$ cat src/rtl/wavelet_rx_pkg.sv
// ============================================================================
// wavelet_rx_pkg : shared FSM state, pulse-decode constants and defaults
// Rev 1.0
// ============================================================================
`default_nettype none

package wavelet_rx_pkg;

   localparam int DECIM_LOG2_DEFAULT = 8;

   localparam logic [1:0] PULSE_POS = 2'b01;
   localparam logic [1:0] PULSE_NEG = 2'b10;

   typedef enum logic [1:0] {
      ST_IDLE = 2'd0,
      ST_RUN  = 2'd1,
      ST_DUMP = 2'd2
   } state_t;

   // Both-pulses-at-once (11) cancels to zero, same as no pulse.
   function automatic logic signed [1:0] decode_pulse(input logic [1:0] p);
      logic signed [1:0] inc;
      case (p)
         PULSE_POS: inc = 2'sb01;
         PULSE_NEG: inc = 2'sb11;
         default:   inc = 2'sb00;
      endcase
      return inc;
   endfunction

endpackage

`default_nettype wire

$ cat src/rtl/readout_accum.sv
// ============================================================================
// readout_accum : one-channel pulse decode, window accumulator, result register
// Rev 1.0
// ============================================================================
`default_nettype none

module readout_accum
   import wavelet_rx_pkg::*;
#(
   parameter int ACC_W = 10
) (
   input  logic             clk_master,
   input  logic             rst,
   input  logic             acc_en,
   input  logic             win_end,
   input  logic [1:0]       pulses,
   output logic [ACC_W-1:0] result
);

   logic signed [1:0]       inc;
   logic signed [ACC_W-1:0] sum;
   logic signed [ACC_W-1:0] acc_q, acc_d;
   logic signed [ACC_W-1:0] res_q, res_d;

   always_comb begin
      inc   = decode_pulse(pulses);
      sum   = acc_q + {{(ACC_W-2){inc[1]}}, inc};
      acc_d = acc_q;
      res_d = res_q;
      if (!acc_en) begin
         acc_d = '0;
      end else if (win_end) begin
         // Final sample lands in the result; the next window starts from zero.
         res_d = sum;
         acc_d = '0;
      end else begin
         acc_d = sum;
      end
   end

   always_ff @(posedge clk_master) begin
      if (rst) begin
         acc_q <= '0;
         res_q <= '0;
      end else begin
         acc_q <= acc_d;
         res_q <= res_d;
      end
   end

   assign result = res_q;

endmodule

`default_nettype wire

$ cat src/rtl/wavelet_readout_rx.sv
// ============================================================================
// wavelet_readout_rx : I/Q feedback-pulse decimator with ready/valid output
// Rev 1.0
// ============================================================================
`default_nettype none

module wavelet_readout_rx
   import wavelet_rx_pkg::*;
#(
   parameter int DECIM_LOG2 = DECIM_LOG2_DEFAULT,
   parameter int ACC_W      = DECIM_LOG2 + 2
) (
   input  logic             clk_master,
   input  logic             rst,
   input  logic             ud_en,
   input  logic [1:0]       read_out_I,
   input  logic [1:0]       read_out_Q,
   input  logic             clr_ovf,
   output logic [ACC_W-1:0] sample_I,
   output logic [ACC_W-1:0] sample_Q,
   output logic             out_valid,
   input  logic             out_ready,
   output logic             overflow,
   output logic             busy
);

   localparam logic [DECIM_LOG2-1:0] CNT_LAST = {DECIM_LOG2{1'b1}};
   localparam logic [DECIM_LOG2-1:0] CNT_ONE  = {{(DECIM_LOG2-1){1'b0}}, 1'b1};

   state_t                state_q, state_d;
   logic                  en_q, en_d;
   logic [1:0]            pi_q, pi_d;
   logic [1:0]            pq_q, pq_d;
   logic [DECIM_LOG2-1:0] cnt_q, cnt_d;
   logic [ACC_W-1:0]      out_i_q, out_i_d;
   logic [ACC_W-1:0]      out_q_q, out_q_d;
   logic                  valid_q, valid_d;
   logic                  ovf_q, ovf_d;
   logic [ACC_W-1:0]      result_i, result_q;
   logic                  win_end;
   logic                  load;
   logic                  drop;

   assign win_end = en_q && (cnt_q == CNT_LAST);

   always_comb begin
      en_d    = ud_en;
      pi_d    = read_out_I;
      pq_d    = read_out_Q;
      cnt_d   = en_q ? cnt_q + CNT_ONE : '0;
      state_d = state_q;

      case (state_q)
         ST_IDLE: if (en_q) state_d = ST_RUN;
         ST_RUN: begin
            if (!en_q)        state_d = ST_IDLE;
            else if (win_end) state_d = ST_DUMP;
         end
         ST_DUMP: state_d = en_q ? ST_RUN : ST_IDLE;
         default: state_d = ST_IDLE;
      endcase

      // A held sample is never overwritten; a result arriving behind it is dropped.
      load    = (state_q == ST_DUMP) && (!valid_q || out_ready);
      drop    = (state_q == ST_DUMP) && valid_q && !out_ready;
      out_i_d = load ? result_i : out_i_q;
      out_q_d = load ? result_q : out_q_q;

      valid_d = valid_q;
      if (load)           valid_d = 1'b1;
      else if (out_ready) valid_d = 1'b0;

      ovf_d = drop | (ovf_q & ~clr_ovf);
   end

   always_ff @(posedge clk_master) begin
      if (rst) begin
         state_q <= ST_IDLE;
         en_q    <= 1'b0;
         pi_q    <= '0;
         pq_q    <= '0;
         cnt_q   <= '0;
         out_i_q <= '0;
         out_q_q <= '0;
         valid_q <= 1'b0;
         ovf_q   <= 1'b0;
      end else begin
         state_q <= state_d;
         en_q    <= en_d;
         pi_q    <= pi_d;
         pq_q    <= pq_d;
         cnt_q   <= cnt_d;
         out_i_q <= out_i_d;
         out_q_q <= out_q_d;
         valid_q <= valid_d;
         ovf_q   <= ovf_d;
      end
   end

   readout_accum #(.ACC_W(ACC_W)) u_acc_i (
      .clk_master (clk_master),
      .rst        (rst),
      .acc_en     (en_q),
      .win_end    (win_end),
      .pulses     (pi_q),
      .result     (result_i)
   );

   readout_accum #(.ACC_W(ACC_W)) u_acc_q (
      .clk_master (clk_master),
      .rst        (rst),
      .acc_en     (en_q),
      .win_end    (win_end),
      .pulses     (pq_q),
      .result     (result_q)
   );

   assign sample_I  = out_i_q;
   assign sample_Q  = out_q_q;
   assign out_valid = valid_q;
   assign overflow  = ovf_q;
   assign busy      = (state_q == ST_RUN);

endmodule

`default_nettype wire
$ cat config.mk
export PLATFORM = sky130hd
export DESIGN_NAME = wavelet_readout_rx
export DESIGN_NICKNAME = d
export VERILOG_FILES = /design/src/rtl/wavelet_rx_pkg.sv /design/src/rtl/readout_accum.sv /design/src/rtl/wavelet_readout_rx.sv
export SDC_FILE = /design/constraint.sdc
export NUM_CORES = 1
export LEC_CHECK = 0
export ABC_AREA = 1
export ABC_CLOCK_PERIOD_IN_PS = 1900
export BUFFER_PORTS_ARGS = -buffer_cell sky130_fd_sc_hd__clkbuf_2
export CAP_MARGIN = 20
export CORE_MARGIN = 2
export CORE_UTILIZATION = 53
export DETAILED_ROUTE_END_ITERATION = 10
export PLACE_DENSITY = 0.75
export SYNTH_ARGS = -nofsm -noshare
export SYNTH_HDL_FRONTEND = slang
export SYNTH_SLANG_ARGS = --single-unit
export TNS_END_PERCENT = 100
$ cat constraint.sdc
create_clock -name clk_master -period 1.9 [get_ports clk_master]
set_input_delay 0.285 -clock clk_master [delete_from_list [all_inputs] [get_ports clk_master]]
set_output_delay 0.285 -clock clk_master [all_outputs]
set_load 0.005 [all_outputs]
# Word-level counts from Yosys, hierarchy flattened

Cells that the tools add are included.

Register bits: 77
Logic and storage cells: 51
Input port bits: 9
Output and inout port bits: 23

Multiplexer cells: 9
Reductions and logical operators: 13
Equal/unequal tests: 9
Bitwise logic cells: 4
Add/subtract/negate cells: 3

Operators with widths:

| kind                                           | number |
|---|---|
| adder 10 bit                                   | 2 |
| adder 8 x 1 -> 8 bit (second input constant)   | 1 |
| == test 8 bit (second input constant)          | 1 |
| case mux 2 bit (2 select lines)                | 2 |
| == test 2 x 1 -> 1 bit (second input constant) | 3 |
| == test 2 bit (second input constant)          | 3 |
| 2-to-1 mux 2 bit                               | 3 |
| case mux 2 bit (3 select lines)                | 1 |
| logical AND 1 bit                              | 4 |
| AND reduction 2 bit                            | 2 |
| 2-to-1 mux 1 bit                               | 3 |
| != test 3 x 2 -> 1 bit (second input constant) | 1 |
| OR reduction 3 bit                             | 1 |
| zero test 1 bit                                | 2 |
| zero test 2 bit                                | 1 |
| != test 2 bit (second input constant)          | 1 |
| inverter 1 bit                                 | 2 |
| nonzero test 2 bit                             | 1 |
| OR reduction 2 bit                             | 1 |
| bitwise AND 1 bit                              | 1 |
| logical OR 1 bit                               | 1 |
| bitwise OR 1 bit                               | 1 |

# Longest topological paths before layout

Gate-level depths: netlist of run 1.

Word-level depth: 5
Depth in mapped cells: 16
Depth with buffers taken out: 15

# Cells and area by module

A second synthesis of run 1 with hierarchy kept.

Cells, all modules: 545
Area total of the unflattened synthesis: 3,831.2 um^2

Modules (own cells, without submodules):

| module                  | area each (um^2) | seq. area each (um^2) | times used | cells each |
|---|---|---|---|---|
| wavelet_readout_rx      | 1,372.6          | 740.7                 | 1          | 171 |
| readout_accum (u_acc_q) | 1,242.4          | 400.4                 | 1          | 187 |
| readout_accum (u_acc_i) | 1,216.2          | 400.4                 | 1          | 187 |

# Worst setup path before layout of run 1

Ideal clock, no wire load.

Path kind: register -> register
Start point: register pq_q[0]
End point: register u_acc_q.res_q[8] (netlist: u_acc_q.result[8])
Slack: 0.045 ns
Stages on the path, launching flop included: 17
Data arrival time: 1.746 ns
Period minus slack after synthesis: 1.855 ns
Setup time: 0.109 ns
Path through: dfxtp_1 -> inv_1 -> ha_1 -> buf_6 -> buf_6 -> nor2_1 -> nor2_2 -> ha_1 -> a21o_1 -> nand2_1 -> nand2_1 -> nand2_1 -> nand2_1 -> nand2_1 -> nand3_1 -> nand2_1 -> inv_1

Longest elaborated chain between the ends: 3

RTL lines:

| element                                                        | line                     | text |
|---|---|---|
| from (decl)                                                    | wavelet_readout_rx.sv:33 | `logic [1:0] pq_q, pq_d;` |
| from (signal assigned)                                         | wavelet_readout_rx.sv:91 | `pq_q <= pq_d;` |
| == test 2 bit / == test 2 x 1 -> 1 bit (equally long branches) | wavelet_rx_pkg.sv:23     | `case (p)` |
| case mux 2 bit (2 select lines) *                              | wavelet_rx_pkg.sv:23     |  |
| adder 10 bit *                                                 | readout_accum.sv:27      | `sum = acc_q + {{(ACC_W-2){inc[1]}}, inc};` |
| to (signal assigned)                                           | readout_accum.sv:47      | `res_q <= res_d;` |
| to (decl)                                                      | readout_accum.sv:23      | `logic signed [ACC_W-1:0] res_q, res_d;` |

Every way passes the cells marked *; elsewhere a longest branch is shown, timed or not.
A chain may end at the register's enable or synchronous reset.

# Worst setup path in the final report of run 1

Start point: register pi_q[0]
End point: register u_acc_i.res_q[7] (netlist: u_acc_i.result[7])

Longest elaborated chain between the ends: 3

RTL lines:

| element                                                        | line                     | text |
|---|---|---|
| from (decl)                                                    | wavelet_readout_rx.sv:32 | `logic [1:0] pi_q, pi_d;` |
| from (signal assigned)                                         | wavelet_readout_rx.sv:90 | `pi_q <= pi_d;` |
| == test 2 bit / == test 2 x 1 -> 1 bit (equally long branches) | wavelet_rx_pkg.sv:23     |  |
| case mux 2 bit (2 select lines) *                              | wavelet_rx_pkg.sv:23     |  |
| adder 10 bit *                                                 | readout_accum.sv:27      |  |
| to (signal assigned)                                           | readout_accum.sv:47      |  |
| to (decl)                                                      | readout_accum.sv:23      |  |

Marked as above.

==> metrics.md, run 1 <==
| Metric | Value |
|---|---|
| Synth top area share | `42.1%` |
| Utilization after layout | `64.9%` |
| Share of cells above drive strength 1 | `20.9%` |
| Largest net degree at the start of global routing | `23` |
| Buffers plus inverters on the worst setup path | `5` |
| Count leader, synth | `nand2_1` |
| P&R area growth vs syn | `19.8%` |
| Ports | `32` |
| Synthesized area | `3660 um^2` |
| Placeable core area | `6760 um^2` |
| DRC | `0` |
| CP top delay family | `simple AND/OR/NAND/NOR gates` |
| Worst Setup Start Kind | `register` |
| Initial Utilization | `54.2%` |
| Syn_area_per_cell | `6.99 um^2` |
| CTS tree | `built` |
| Slew Limit Fails | `0` |
| Clock Skew | `0.0102 ns` |
| Register area share after synthesis | `42.1%` |
| Type of the worst min-delay path | `input pin to register` |
| Synth top area cells | `dfxtp_1 (42%), nand2_1 (10%), inv_1 (9.4%)` |
| Leading area contributor after synthesis | `dfxtp_1` |
| Commonest cells in the netlist | `nand2_1 (100), inv_1 (92), dfxtp_1 (77), nor2_1 (64), a21oi_1 (49)` |
| # setup viols final | `0` |
| WP data required | `2.15 ns` |
| Clk sinks | `77` |
| Worst stage delay on the critical path | `0.34 ns` |
| Yosys reg bits | `77` |
| Async S/R FF share, synth | `0%` |
| Vias in the first global route | `3113` |
| FF-to-FF Start | `pi_q[0]` |
| Status | `finished clean` |
| Period utilization | `96.7%` |
| Synth cell types | `29` |
| Hold-fix buffers, CTS | `0` |
| Main flop type after synthesis | `dfxtp_1` |
| Power Density | `685 nW/um^2` |
| Worst-skew pair later-pin latency | `0.35 ns` |
| Longest Clk Path Bufs | `2` |
| CP Capture Type | `register` |
| Die Y | `87.1 um` |
| Avg WL per Cell | `12.4 um` |
| WS Path Type | `register to register` |
| Number of buffers created by CTS | `9` |
| Clock period minus worst slack | `1.84 ns` |
| Worst Setup SP | `pi_q[0]` |
| Worst-path clk slew | `0.09 ns` |
| Rows | `30` |
| Pre-antenna DRT Iters | `6` |
| Least-Margin Pin Slew | `0.403 ns` |
| Max Cap Viol | `0` |
| Layout net count | `586` |
| Routed WL | `8090 um` |
| Antenna Nets Post-Route | `0` |
| Hold Violations, Final | `0` |
| First-pass GRT wire length | `13100 um` |
| Die W | `87.1 um` |
| Unrepaired setup endpoints after global routing | `true` |
| Fill count | `597` |
| Drt via density | `5.17` |
| Starting DRT DRC Count | `157` |
| Gpl congestion | `0.885` |
| Die area | `7590 um^2` |
| Setup_tns | `0 ns` |
| Ant diodes | `0` |
| Rel. slew slack | `72.9%` |
| # placed instances | `634` |
| Leakage | `2.05 nW` |
| Critical Path AT | `2.09 ns` |
| FMAX | `0.544 GHz` |
| IR drop worst, VDD | `0.369 mV` |
| Slowest stage cell, crit path | `dfxtp_2` |
| Synth Instances | `524` |
| Initial antenna violation count | `0` |
| EDFF count, synth | `0` |
| Remaining Overflow, GRT | `0` |
| IO buf count | `31` |
| Hpwl dp | `5680 um` |
| Crit-path most repeated cell | `nand2_1` |
| Hold path startpoint | `ud_en` |
| Yosys warns | `0` |
| CP max FO | `3` |
| Via count | `3378` |
| Root buffer cell | `clkbuf_8` |
| Layout Cells excl Fill | `653` |
| Syn nets | `542` |
| All-Layer GR Usage | `21.5%` |
| H-tree Lvls | `3` |
| Crit path cell chain | `inv_4, ha_4, inv_1, ha_4, buf_4, buf_4, nand3_1, nand3_2, nand2_1, nand2_1, nand2_1, nand3_1, nand2_1, inv_1` |
[through the flow]
stage | cell area [um^2] | setup WS [ns] | hold slack (ns) | total power [mW]
2_1_floorplan | 3660 | 0.0448 | 0.392 | 1.82
4_1_cts | 4160 | 0.0228 | 0.112 | 3.01
5_1_grt | 4390 | -0.101 | 0.126 | 3.14
3_3_place_gp | 3970 | 0.0478 | 0.422 | 1.88
6_report | 4390 | 0.0634 | 0.124 | 3.00
3_5_place_dp | 3970 | -0.0401 | 0.434 | 1.88
[logic make-up after synthesis]
group	after synthesis	synth area share [%]
AO/OA/AOI/OAI	93	13.1
XOR/XNOR	12	2.87
adder cells (fa/ha/maj)	9	3.08
buffers and inverters	109	12.3
flip-flops	77	42.1
AND/OR/NAND/NOR	224	26.6
[worst reg2reg max path, cell delays in order, from the launching register on]
cell and delay [ns]:
dfxtp_2 0.34, inv_4 0.05, ha_4 0.24, inv_1 0.05, ha_4 0.17, buf_4 0.13, buf_4 0.13, nand3_1 0.10
nand3_2 0.11, nand2_1 0.11, nand2_1 0.06, nand2_1 0.07, nand3_1 0.07, nand2_1 0.08, inv_1 0.04
[path summary, 6_finish.rpt]
check | endpoint | cells past startpoint | slack, ns
setup / recovery | u_acc_i.result[7] | 14 | 0.06
hold / removal | en_q | 3 | 0.12
setup reg to reg | u_acc_i.result[7] | 14 | 0.06
hold reg to reg | state_q[0] | 1 | 0.44
[sequential cells by signal (all words and copies together) (netlist names)]
signal          flops
pi_q                2
u_acc_i.result     10
out_valid           1
state_q             2
pq_q                2
u_acc_q.acc_q      10
sample_Q           10
u_acc_q.result     10
en_q                1
cnt_q               8
u_acc_i.acc_q      10
sample_I           10
overflow            1
[placed cells by master (no fill, tap or decap), types with 2 or more instances in the layout]
master    Yosys  final
nand2_1     100     91
inv_1        92     89
dfxtp_1      77     73
nor2_1       64     61
a21oi_1      49     49
o21ai_0      36     35
nand3_1      35     31
clkbuf_2      0     31
buf_4         2     15
nand2_2       4     13
nor2_2       10     13
clkbuf_8      0      9
xnor2_1       7      7
ha_4          0      7
inv_6         0      4
buf_12        0      4
nand3_2       0      3
xor2_1        5      3
o21ai_1       3      3
nand4_1       3      3
dfxtp_2       0      3
inv_4         0      2
nor3_2        2      2
xor2_2        0      2
[power by group]
group	switching, mW	internal, mW
sequential	0.0147	1.63
clock	0.637	0.492
combinational	0.146	0.0872
[repair_timing]
| item | 4_1_cts | 5_1_grt |
|---|---|---|
| resized for setup | 3 | 43 |
| buffers inserted | 0 | 3 |
| endpoints found under the setup margin | 5 | 26 |
| cloned | 0 | 0 |
| pin swaps | 0 | 9 |
[layer usage]
layer,global-route usage [%],share of wire (%)
met1,25.8,46
met2,38.5,49
met3,4.93,4.2
met4,5.45,1.2
met5,0,0
[layout make-up]
type / instances / area (um^2) / area share (%)
multi-input cells: 338 / 1860 / 42.4
flip-flops and latches: 77 / 1550 / 35.3
inverters: 92 / 350 / 7.99
repair buffers: 50 / 348 / 7.93
clock buffers: 9 / 124 / 2.82
well taps: 80 / 100 / 2.28
clock inverters: 7 / 56.3 / 1.28
(Power assumes the default switching activity.)
==> run 2, diff against run 1 <==
--- a/config.mk
+++ b/config.mk
@@ -13,6 +13,7 @@
 export CORE_UTILIZATION = 53
 export DETAILED_ROUTE_END_ITERATION = 10
 export PLACE_DENSITY = 0.75
+export REMOVE_ABC_BUFFERS = 1
 export SYNTH_ARGS = -nofsm -noshare
 export SYNTH_HDL_FRONTEND = slang
 export SYNTH_SLANG_ARGS = --single-unit
==> run 2 against run 1 <==
Net effect: utilization rose by 0.67 points; cell count down 0.46%; setup slack hardly changed; routed wire length up 3.3%; worst hold slack got worse by 0.024 ns; critical path type unchanged.
==> metrics.md, run 2 (synthesis gave the netlist of run 1 again) <==
| Metric | Value |
|---|---|
| Final worst slack | `0.0632 ns (was 0.0634 ns)` |
| Clock Skew | `0.00619 ns (was 0.0102 ns)` |
| Starting DRT DRC Count | `122 (was 157)` |
| R2R Setup Slk | `0.06 ns (about the same)` |
| Worst hold slack | `0.100 ns (was 0.124 ns)` |
| Placeable core area | `6760 um^2 (unchanged)` |
| Initial Utilization | `54.2% (unchanged)` |
| Worst-path clk slew | `0.08 ns (was 0.09 ns)` |
| Switching share of power | `23.4% (was 26.5%)` |
| Comb power frac | `7.1% (was 7.7%)` |
| Pre-antenna DRT Iters | `4 (was 6)` |
| Seq pwr share | `47.9% (was 54.7%)` |
| First-pass GRT wire length | `13100 um (about the same)` |
| Hold Violations, Final | `0 (unchanged)` |
| Vias in the first global route | `3073 (was 3113)` |
| Die area | `7590 um^2 (unchanged)` |
| Routed WL | `8360 um (was 8090 um)` |
| WS Path Type | `register to register (unchanged)` |
| Power Density | `774 nW/um^2 (was 685 nW/um^2)` |
| Status | `finished clean (unchanged)` |
| Worst-case reg-to-reg path depth | `14 (unchanged)` |
| Via count | `3334 (was 3378)` |
| WP data required | `2.16 ns (was 2.15 ns)` |
| CP Capture Type | `register (unchanged)` |
| All-Layer GR Usage | `21.9% (was 21.5%)` |
| Remaining Overflow, GRT | `0 (unchanged)` |
| IO buf count | `31 (unchanged)` |
| Layout net count | `584 (was 586)` |
| Drt via density | `5.13 (was 5.17)` |
| Ports | `32 (unchanged)` |
| Share of cells above drive strength 1 | `21.4% (was 20.9%)` |
| Hpwl dp | `5440 um (was 5680 um)` |
| DRC | `0 (unchanged)` |
| P&R area growth vs syn | `21.0% (was 19.8%)` |
| Net switching power | `0.802 mW (was 0.797 mW)` |
| Least-Margin Pin Slew | `0.353 ns (was 0.403 ns)` |
| Unrepaired setup endpoints after global routing | `true (unchanged)` |
| FF-to-FF End | `u_acc_q.result[8] (was u_acc_i.result[7])` |
| Initial antenna violation count | `0 (unchanged)` |
| IR drop worst, VDD | `0.436 mV (was 0.369 mV)` |
| Worst-skew pair later-pin latency | `0.36 ns (was 0.35 ns)` |
| Clock Power Share | `45.0% (was 37.6%)` |
| # setup viols final | `0 (unchanged)` |
| Die Y | `87.1 um (unchanged)` |
| Commonest non-fill, non-tap cell in the layout | `nand2_1 (unchanged)` |
| Leakage | `2.05 nW (about the same)` |
| Register area | `1550 um^2 (about the same)` |
| H-tree Lvls | `3 (unchanged)` |
| Number of buffers created by CTS | `9 (unchanged)` |
| Most frequent cells in the layout | `nand2_1 (91), inv_1 (88), dfxtp_1 (72), nor2_1 (58), a21oi_1 (49) (was nand2_1 (91), inv_1 (89), dfxtp_1 (73), nor2_1 (61), a21oi_1 (49))` |
| Longest Clk Path Bufs | `2 (unchanged)` |
| Avg WL per Cell | `12.9 um (was 12.4 um)` |
| Clock period minus worst slack | `1.84 ns (about the same)` |
| Pre-CTS setup slack | `-0.0104 ns (was -0.0401 ns)` |
| Crit path to | `u_acc_q.result[8] (was u_acc_i.result[7])` |
| Max Cap Viol | `0 (unchanged)` |
| Setup_tns | `0 ns (unchanged)` |
| Rel. slew slack | `76.3% (was 72.9%)` |
| Period utilization | `96.7% (about the same)` |
| Largest net degree at the start of global routing | `38 (was 23)` |
| Clk sinks | `77 (unchanged)` |
| Int Pwr | `2.63 mW (was 2.21 mW)` |
| Slew Limit Fails | `0 (unchanged)` |
| Type of the worst min-delay path | `input pin to register (unchanged)` |
| Multi-input gate area | `1870 um^2 (was 1860 um^2)` |
| FMAX | `0.544 GHz (about the same)` |
| FF-to-FF Start | `pq_q[0] (was pi_q[0])` |
| Gpl congestion | `0.911 (was 0.885)` |
| CP max FO | `3 (unchanged)` |
| Die W | `87.1 um (unchanged)` |
| Worst Setup Start Kind | `register (unchanged)` |
| Antenna Nets Post-Route | `0 (unchanged)` |
| Critical Path AT | `2.10 ns (was 2.09 ns)` |
| Root buffer cell | `clkbuf_8 (unchanged)` |
| Ant diodes | `0 (unchanged)` |
| Rows | `30 (unchanged)` |
| Worst Setup SP | `pq_q[0] (was pi_q[0])` |
| CTS tree | `built (unchanged)` |
| Fill count | `571 (was 597)` |
## run 2: worst min path at each step
stage	from	slack (ns)	depth (start not counted)	end
after floorplan	rst	0.35	1	overflow
after global placement	state_q[0]	0.42	1	state_q[0]
after detailed placement	state_q[0]	0.43	1	state_q[0]
after CTS	ud_en	0.1	3	en_q
after global routing	read_out_I[0]	0.1	3	pi_q[0]
final	read_out_Q[1]	0.10	3	pq_q[1]
## run 2: stage by stage
step           instances  utilization [%]  cell area, um^2  total power [mW]
2_1_floorplan        507                -             3560              1.81
3_3_place_gp         632             58.4             3940              1.87
3_5_place_dp         632             58.4             3940              1.88
4_1_cts              647             62.1             4200              3.40
5_1_grt              650             65.6             4430              3.55
6_report             650             65.6             4430              3.43
## run 2: layout make-up
class                      instances  share of cell area, %
multi-input combinational        338                   42.1
clock buffer                      10                   3.11
inverter                          92                   7.91
timing repair buffer              48                   7.23
tap                               80                   2.26
sequential                        77                   34.9
clock inverter                     5                   2.43
## run 2: layer usage
layer / wire length (um) / vias to the layer above / global-route usage [%]
met1: 3590 / 1534 / 26.8
li1: - / 1716 / -
met3: 397 / 14 / 6.26
met5: 0 / - / 0
met4: 177 / 0 / 10.9
met2: 4200 / 70 / 35.4
## run 2: critical path, stage by stage (launching register included)
cell	delay [ns]
dfxtp_2	0.34
inv_4	0.05
ha_4	0.25
inv_2	0.03
ha_4	0.15
ha_2	0.16
a21o_1	0.19
nand2_1	0.09
nand2_2	0.08
nand2_2	0.11
nand2_2	0.06
nand2_2	0.08
nand3_2	0.05
nand2_1	0.05
inv_1	0.03
## run 2: timing repair
action,CTS,global route
hold buffers,0,0
gates resized for setup,3,48
endpoints found under the setup margin,4,24
setup buffers,0,3
pin swaps,0,9
## run 2: power groups by stage
stage / clock network [mW] / logic [mW] / registers, mW
finish: 1.54 / 0.243 / 1.64
global route: 1.63 / 0.271 / 1.65
CTS: 1.56 / 0.206 / 1.64
detailed placement: 0 / 0.203 / 1.68
global placement: 0 / 0.199 / 1.68
floorplan: 0 / 0.135 / 1.67
==> run 3, diff against run 2 <==
--- a/config.mk
+++ b/config.mk
@@ -9,10 +9,11 @@
 export ABC_CLOCK_PERIOD_IN_PS = 1900
 export BUFFER_PORTS_ARGS = -buffer_cell sky130_fd_sc_hd__clkbuf_2
 export CAP_MARGIN = 20
-export CORE_MARGIN = 2
-export CORE_UTILIZATION = 53
+export CELL_PAD_IN_SITES_DETAIL_PLACEMENT = 1
+export CELL_PAD_IN_SITES_GLOBAL_PLACEMENT = 2
+export CORE_UTILIZATION = 30
 export DETAILED_ROUTE_END_ITERATION = 10
-export PLACE_DENSITY = 0.75
+export PLACE_DENSITY_LB_ADDON = 0.1
 export REMOVE_ABC_BUFFERS = 1
 export SYNTH_ARGS = -nofsm -noshare
 export SYNTH_HDL_FRONTEND = slang
==> run 3 against run 2 <==
Net effect: critical path depth is the same; utilization shrank 25 points; sequential cell count is the same; largest power group is now clock; combinational power grew 6%; worst hold slack gained 0.036 ns.
==> metrics.md, run 3 (synthesis gave the netlist of run 1 again) <==
| Metric | Value |
|---|---|
| Status | `finished clean (unchanged)` |
| H-tree Lvls | `3 (unchanged)` |
| Hold-fix buffers, CTS | `0 (unchanged)` |
| Clk sinks | `77 (unchanged)` |
| Routed WL | `9550 um (was 8360 um)` |
| Gpl congestion | `0.785 (was 0.911)` |
| P&R area growth vs syn | `27.8% (was 21.0%)` |
| CP Capture Type | `register (unchanged)` |
| IO buf count | `31 (unchanged)` |
| Initial Utilization | `31.4% (was 54.2%)` |
| Worst-skew pair later-pin latency | `0.34 ns (was 0.36 ns)` |
| Vias in the first global route | `3511 (was 3073)` |
| Hold Violations, Final | `0 (unchanged)` |
| Root buffer cell | `clkbuf_16 (was clkbuf_8)` |
| Placeable core area | `11700 um^2 (was 6760 um^2)` |
| Die area | `12600 um^2 (was 7590 um^2)` |
| Hpwl dp | `6970 um (was 5440 um)` |
| WP data required | `2.14 ns (was 2.16 ns)` |
| Rows | `39 (was 30)` |
| R2R Setup Slk | `0.09 ns (was 0.06 ns)` |
| DRC | `0 (unchanged)` |
| Avg WL per Cell | `13.2 um (was 12.9 um)` |
| CP max FO | `3 (unchanged)` |
| Ports | `32 (unchanged)` |
| Longest Clk Path Bufs | `2 (unchanged)` |
| Initial antenna violation count | `0 (unchanged)` |
| WS Path Type | `register to register (unchanged)` |
| Period utilization | `95.4% (was 96.7%)` |
| Die Y | `112 um (was 87.1 um)` |
| Leakage | `2.16 nW (was 2.05 nW)` |
| Power Density | `818 nW/um^2 (was 774 nW/um^2)` |
| FF-to-FF End | `u_acc_i.result[8] (was u_acc_q.result[8])` |
| Most frequent cells in the layout | `nand2_1 (89), inv_1 (88), dfxtp_1 (74), nor2_1 (62), a21oi_1 (48) (was nand2_1 (91), inv_1 (88), dfxtp_1 (72), nor2_1 (58), a21oi_1 (49))` |
| Utilization after layout | `40.1% (was 65.6%)` |
| FMAX | `0.552 GHz (was 0.544 GHz)` |
| Worst hold path endpoint | `en_q (was pq_q[1])` |
| Worst-case reg-to-reg path depth | `14 (unchanged)` |
| Rel. slew slack | `73.5% (was 76.3%)` |
| Clock period minus worst slack | `1.81 ns (was 1.84 ns)` |
| Ant diodes | `0 (unchanged)` |
| Total power | `3.83 mW (was 3.43 mW)` |
| Unrepaired setup endpoints after global routing | `true (unchanged)` |
| Drt via density | `4.63 (was 5.13)` |
| Remaining Overflow, GRT | `0 (unchanged)` |
| Least-Margin Pin Slew | `0.394 ns (was 0.353 ns)` |
| Max Cap Viol | `0 (unchanged)` |
| Clock Skew | `0.00811 ns (was 0.00619 ns)` |
| # setup viols final | `0 (unchanged)` |
| Share of cells above drive strength 1 | `22.1% (was 21.4%)` |
| FF-to-FF Start | `pi_q[0] (was pq_q[0])` |
| Hold path startpoint | `ud_en (was read_out_Q[1])` |
| First-pass GRT wire length | `16400 um (was 13100 um)` |
| Register area | `1550 um^2 (about the same)` |
| Critical Path AT | `2.06 ns (was 2.10 ns)` |
| Die W | `112 um (was 87.1 um)` |
| CTS tree | `built (unchanged)` |
| Starting DRT DRC Count | `109 (was 122)` |
| Layout net count | `592 (was 584)` |
| Worst-path clk slew | `0.06 ns (was 0.08 ns)` |
| IR drop worst, VDD | `0.723 mV (was 0.436 mV)` |
| Min-Delay Path Depth | `3 (unchanged)` |
| Multi-input gate area | `1890 um^2 (was 1870 um^2)` |
| Largest net degree at the start of global routing | `29 (was 38)` |
| Commonest non-fill, non-tap cell in the layout | `nand2_1 (unchanged)` |
| Number of buffers created by CTS | `9 (unchanged)` |
| Fill count | `1461 (was 571)` |
| Pre-antenna DRT Iters | `4 (unchanged)` |
| All-Layer GR Usage | `16.5% (was 21.9%)` |
| Type of the worst min-delay path | `input pin to register (unchanged)` |
| Antenna Nets Post-Route | `0 (unchanged)` |
| Via count | `3341 (was 3334)` |
| Worst Setup Start Kind | `register (unchanged)` |
| Slew Limit Fails | `0 (unchanged)` |
==> run 3: changes by cell type in the layout (fill, tap and decap cells not counted), sizes merged <==
| cell | change |
|---|---|
| buf | +8 |
| bufinv | -1 |
| clkbuf | +1 |
| clkinv | +2 |
| inv | -1 |
==> run 3: cell type report <==
cell class / instances / share of cell area [%]
inverter: 92 / 7.38
sequential: 77 / 33.0
clock inverter: 5 / 1.77
multi-input combinational: 338 / 40.5
tap: 143 / 3.82
timing repair buffer: 56 / 8.13
clock buffer: 11 / 5.40
==> run 3: report_power, final <==
group	total, mW	switching, mW	internal [mW]
clock network	1.93	0.702	1.22
logic	0.257	0.159	0.0977
registers	1.64	0.0134	1.63
total	3.83	0.875	2.95
==> run 3: how the worst max path moves through the flow <==
stage          startpoint           endpoint  slack [ns]  depth (start not counted)
6_report          pi_q[0]  u_acc_i.result[8]        0.09                         14
5_1_grt           pi_q[0]  u_acc_i.result[5]       -0.03                         14
4_1_cts           pq_q[0]  u_acc_q.result[4]      -0.003                         12
3_5_place_dp      pq_q[0]  u_acc_q.result[4]       -0.09                         13
3_3_place_gp      pq_q[0]  u_acc_q.result[4]       -0.05                         13
2_1_floorplan     pi_q[0]  u_acc_i.result[8]       -0.11                         15
==> run 3: layer usage <==
layer	GRT usage, %	share of wire, %	vias to the layer above
met2	28.5	48	25
li1	-	-	1727
met3	4.48	2.6	11
met4	6.04	1.4	0
met1	19.7	48	1578
met5	0	0	-
==> run 3: repair_timing <==
action,CTS,global route
pin swaps,5,11
resized for setup,17,36
buffers inserted,0,1
setup endpoints to repair,6,19
==> run 3: through the flow <==
| stage | std cells | hold WS, ns | setup slack, ns | TNS [ns] | cell area (um^2) |
|---|---|---|---|---|---|
| finish | 722 | 0.136 | 0.0875 | 0 | 4680 |
| floorplan | 507 | 0.354 | -0.106 | -0.673 | 3560 |
| global placement | 705 | 0.419 | -0.0543 | -0.0543 | 4110 |
| CTS | 721 | 0.120 | -0.00298 | -0.00298 | 4510 |
| global route | 722 | 0.142 | -0.0279 | -0.0675 | 4680 |
| detailed placement | 705 | 0.431 | -0.0899 | -0.297 | 4110 |
==> run 3: worst max-delay path, cell delays in order (launching register included) <==
cell      delay (ns)
dfxtp_2         0.32
inv_2           0.06
ha_4            0.26
inv_2           0.04
ha_4            0.16
ha_4            0.15
o21bai_4        0.17
nand3_2         0.09
nand3_4         0.10
nand2_2         0.09
nand2_1         0.05
nand2_1         0.09
nand3_1         0.06
nand2_1         0.06
inv_1           0.04
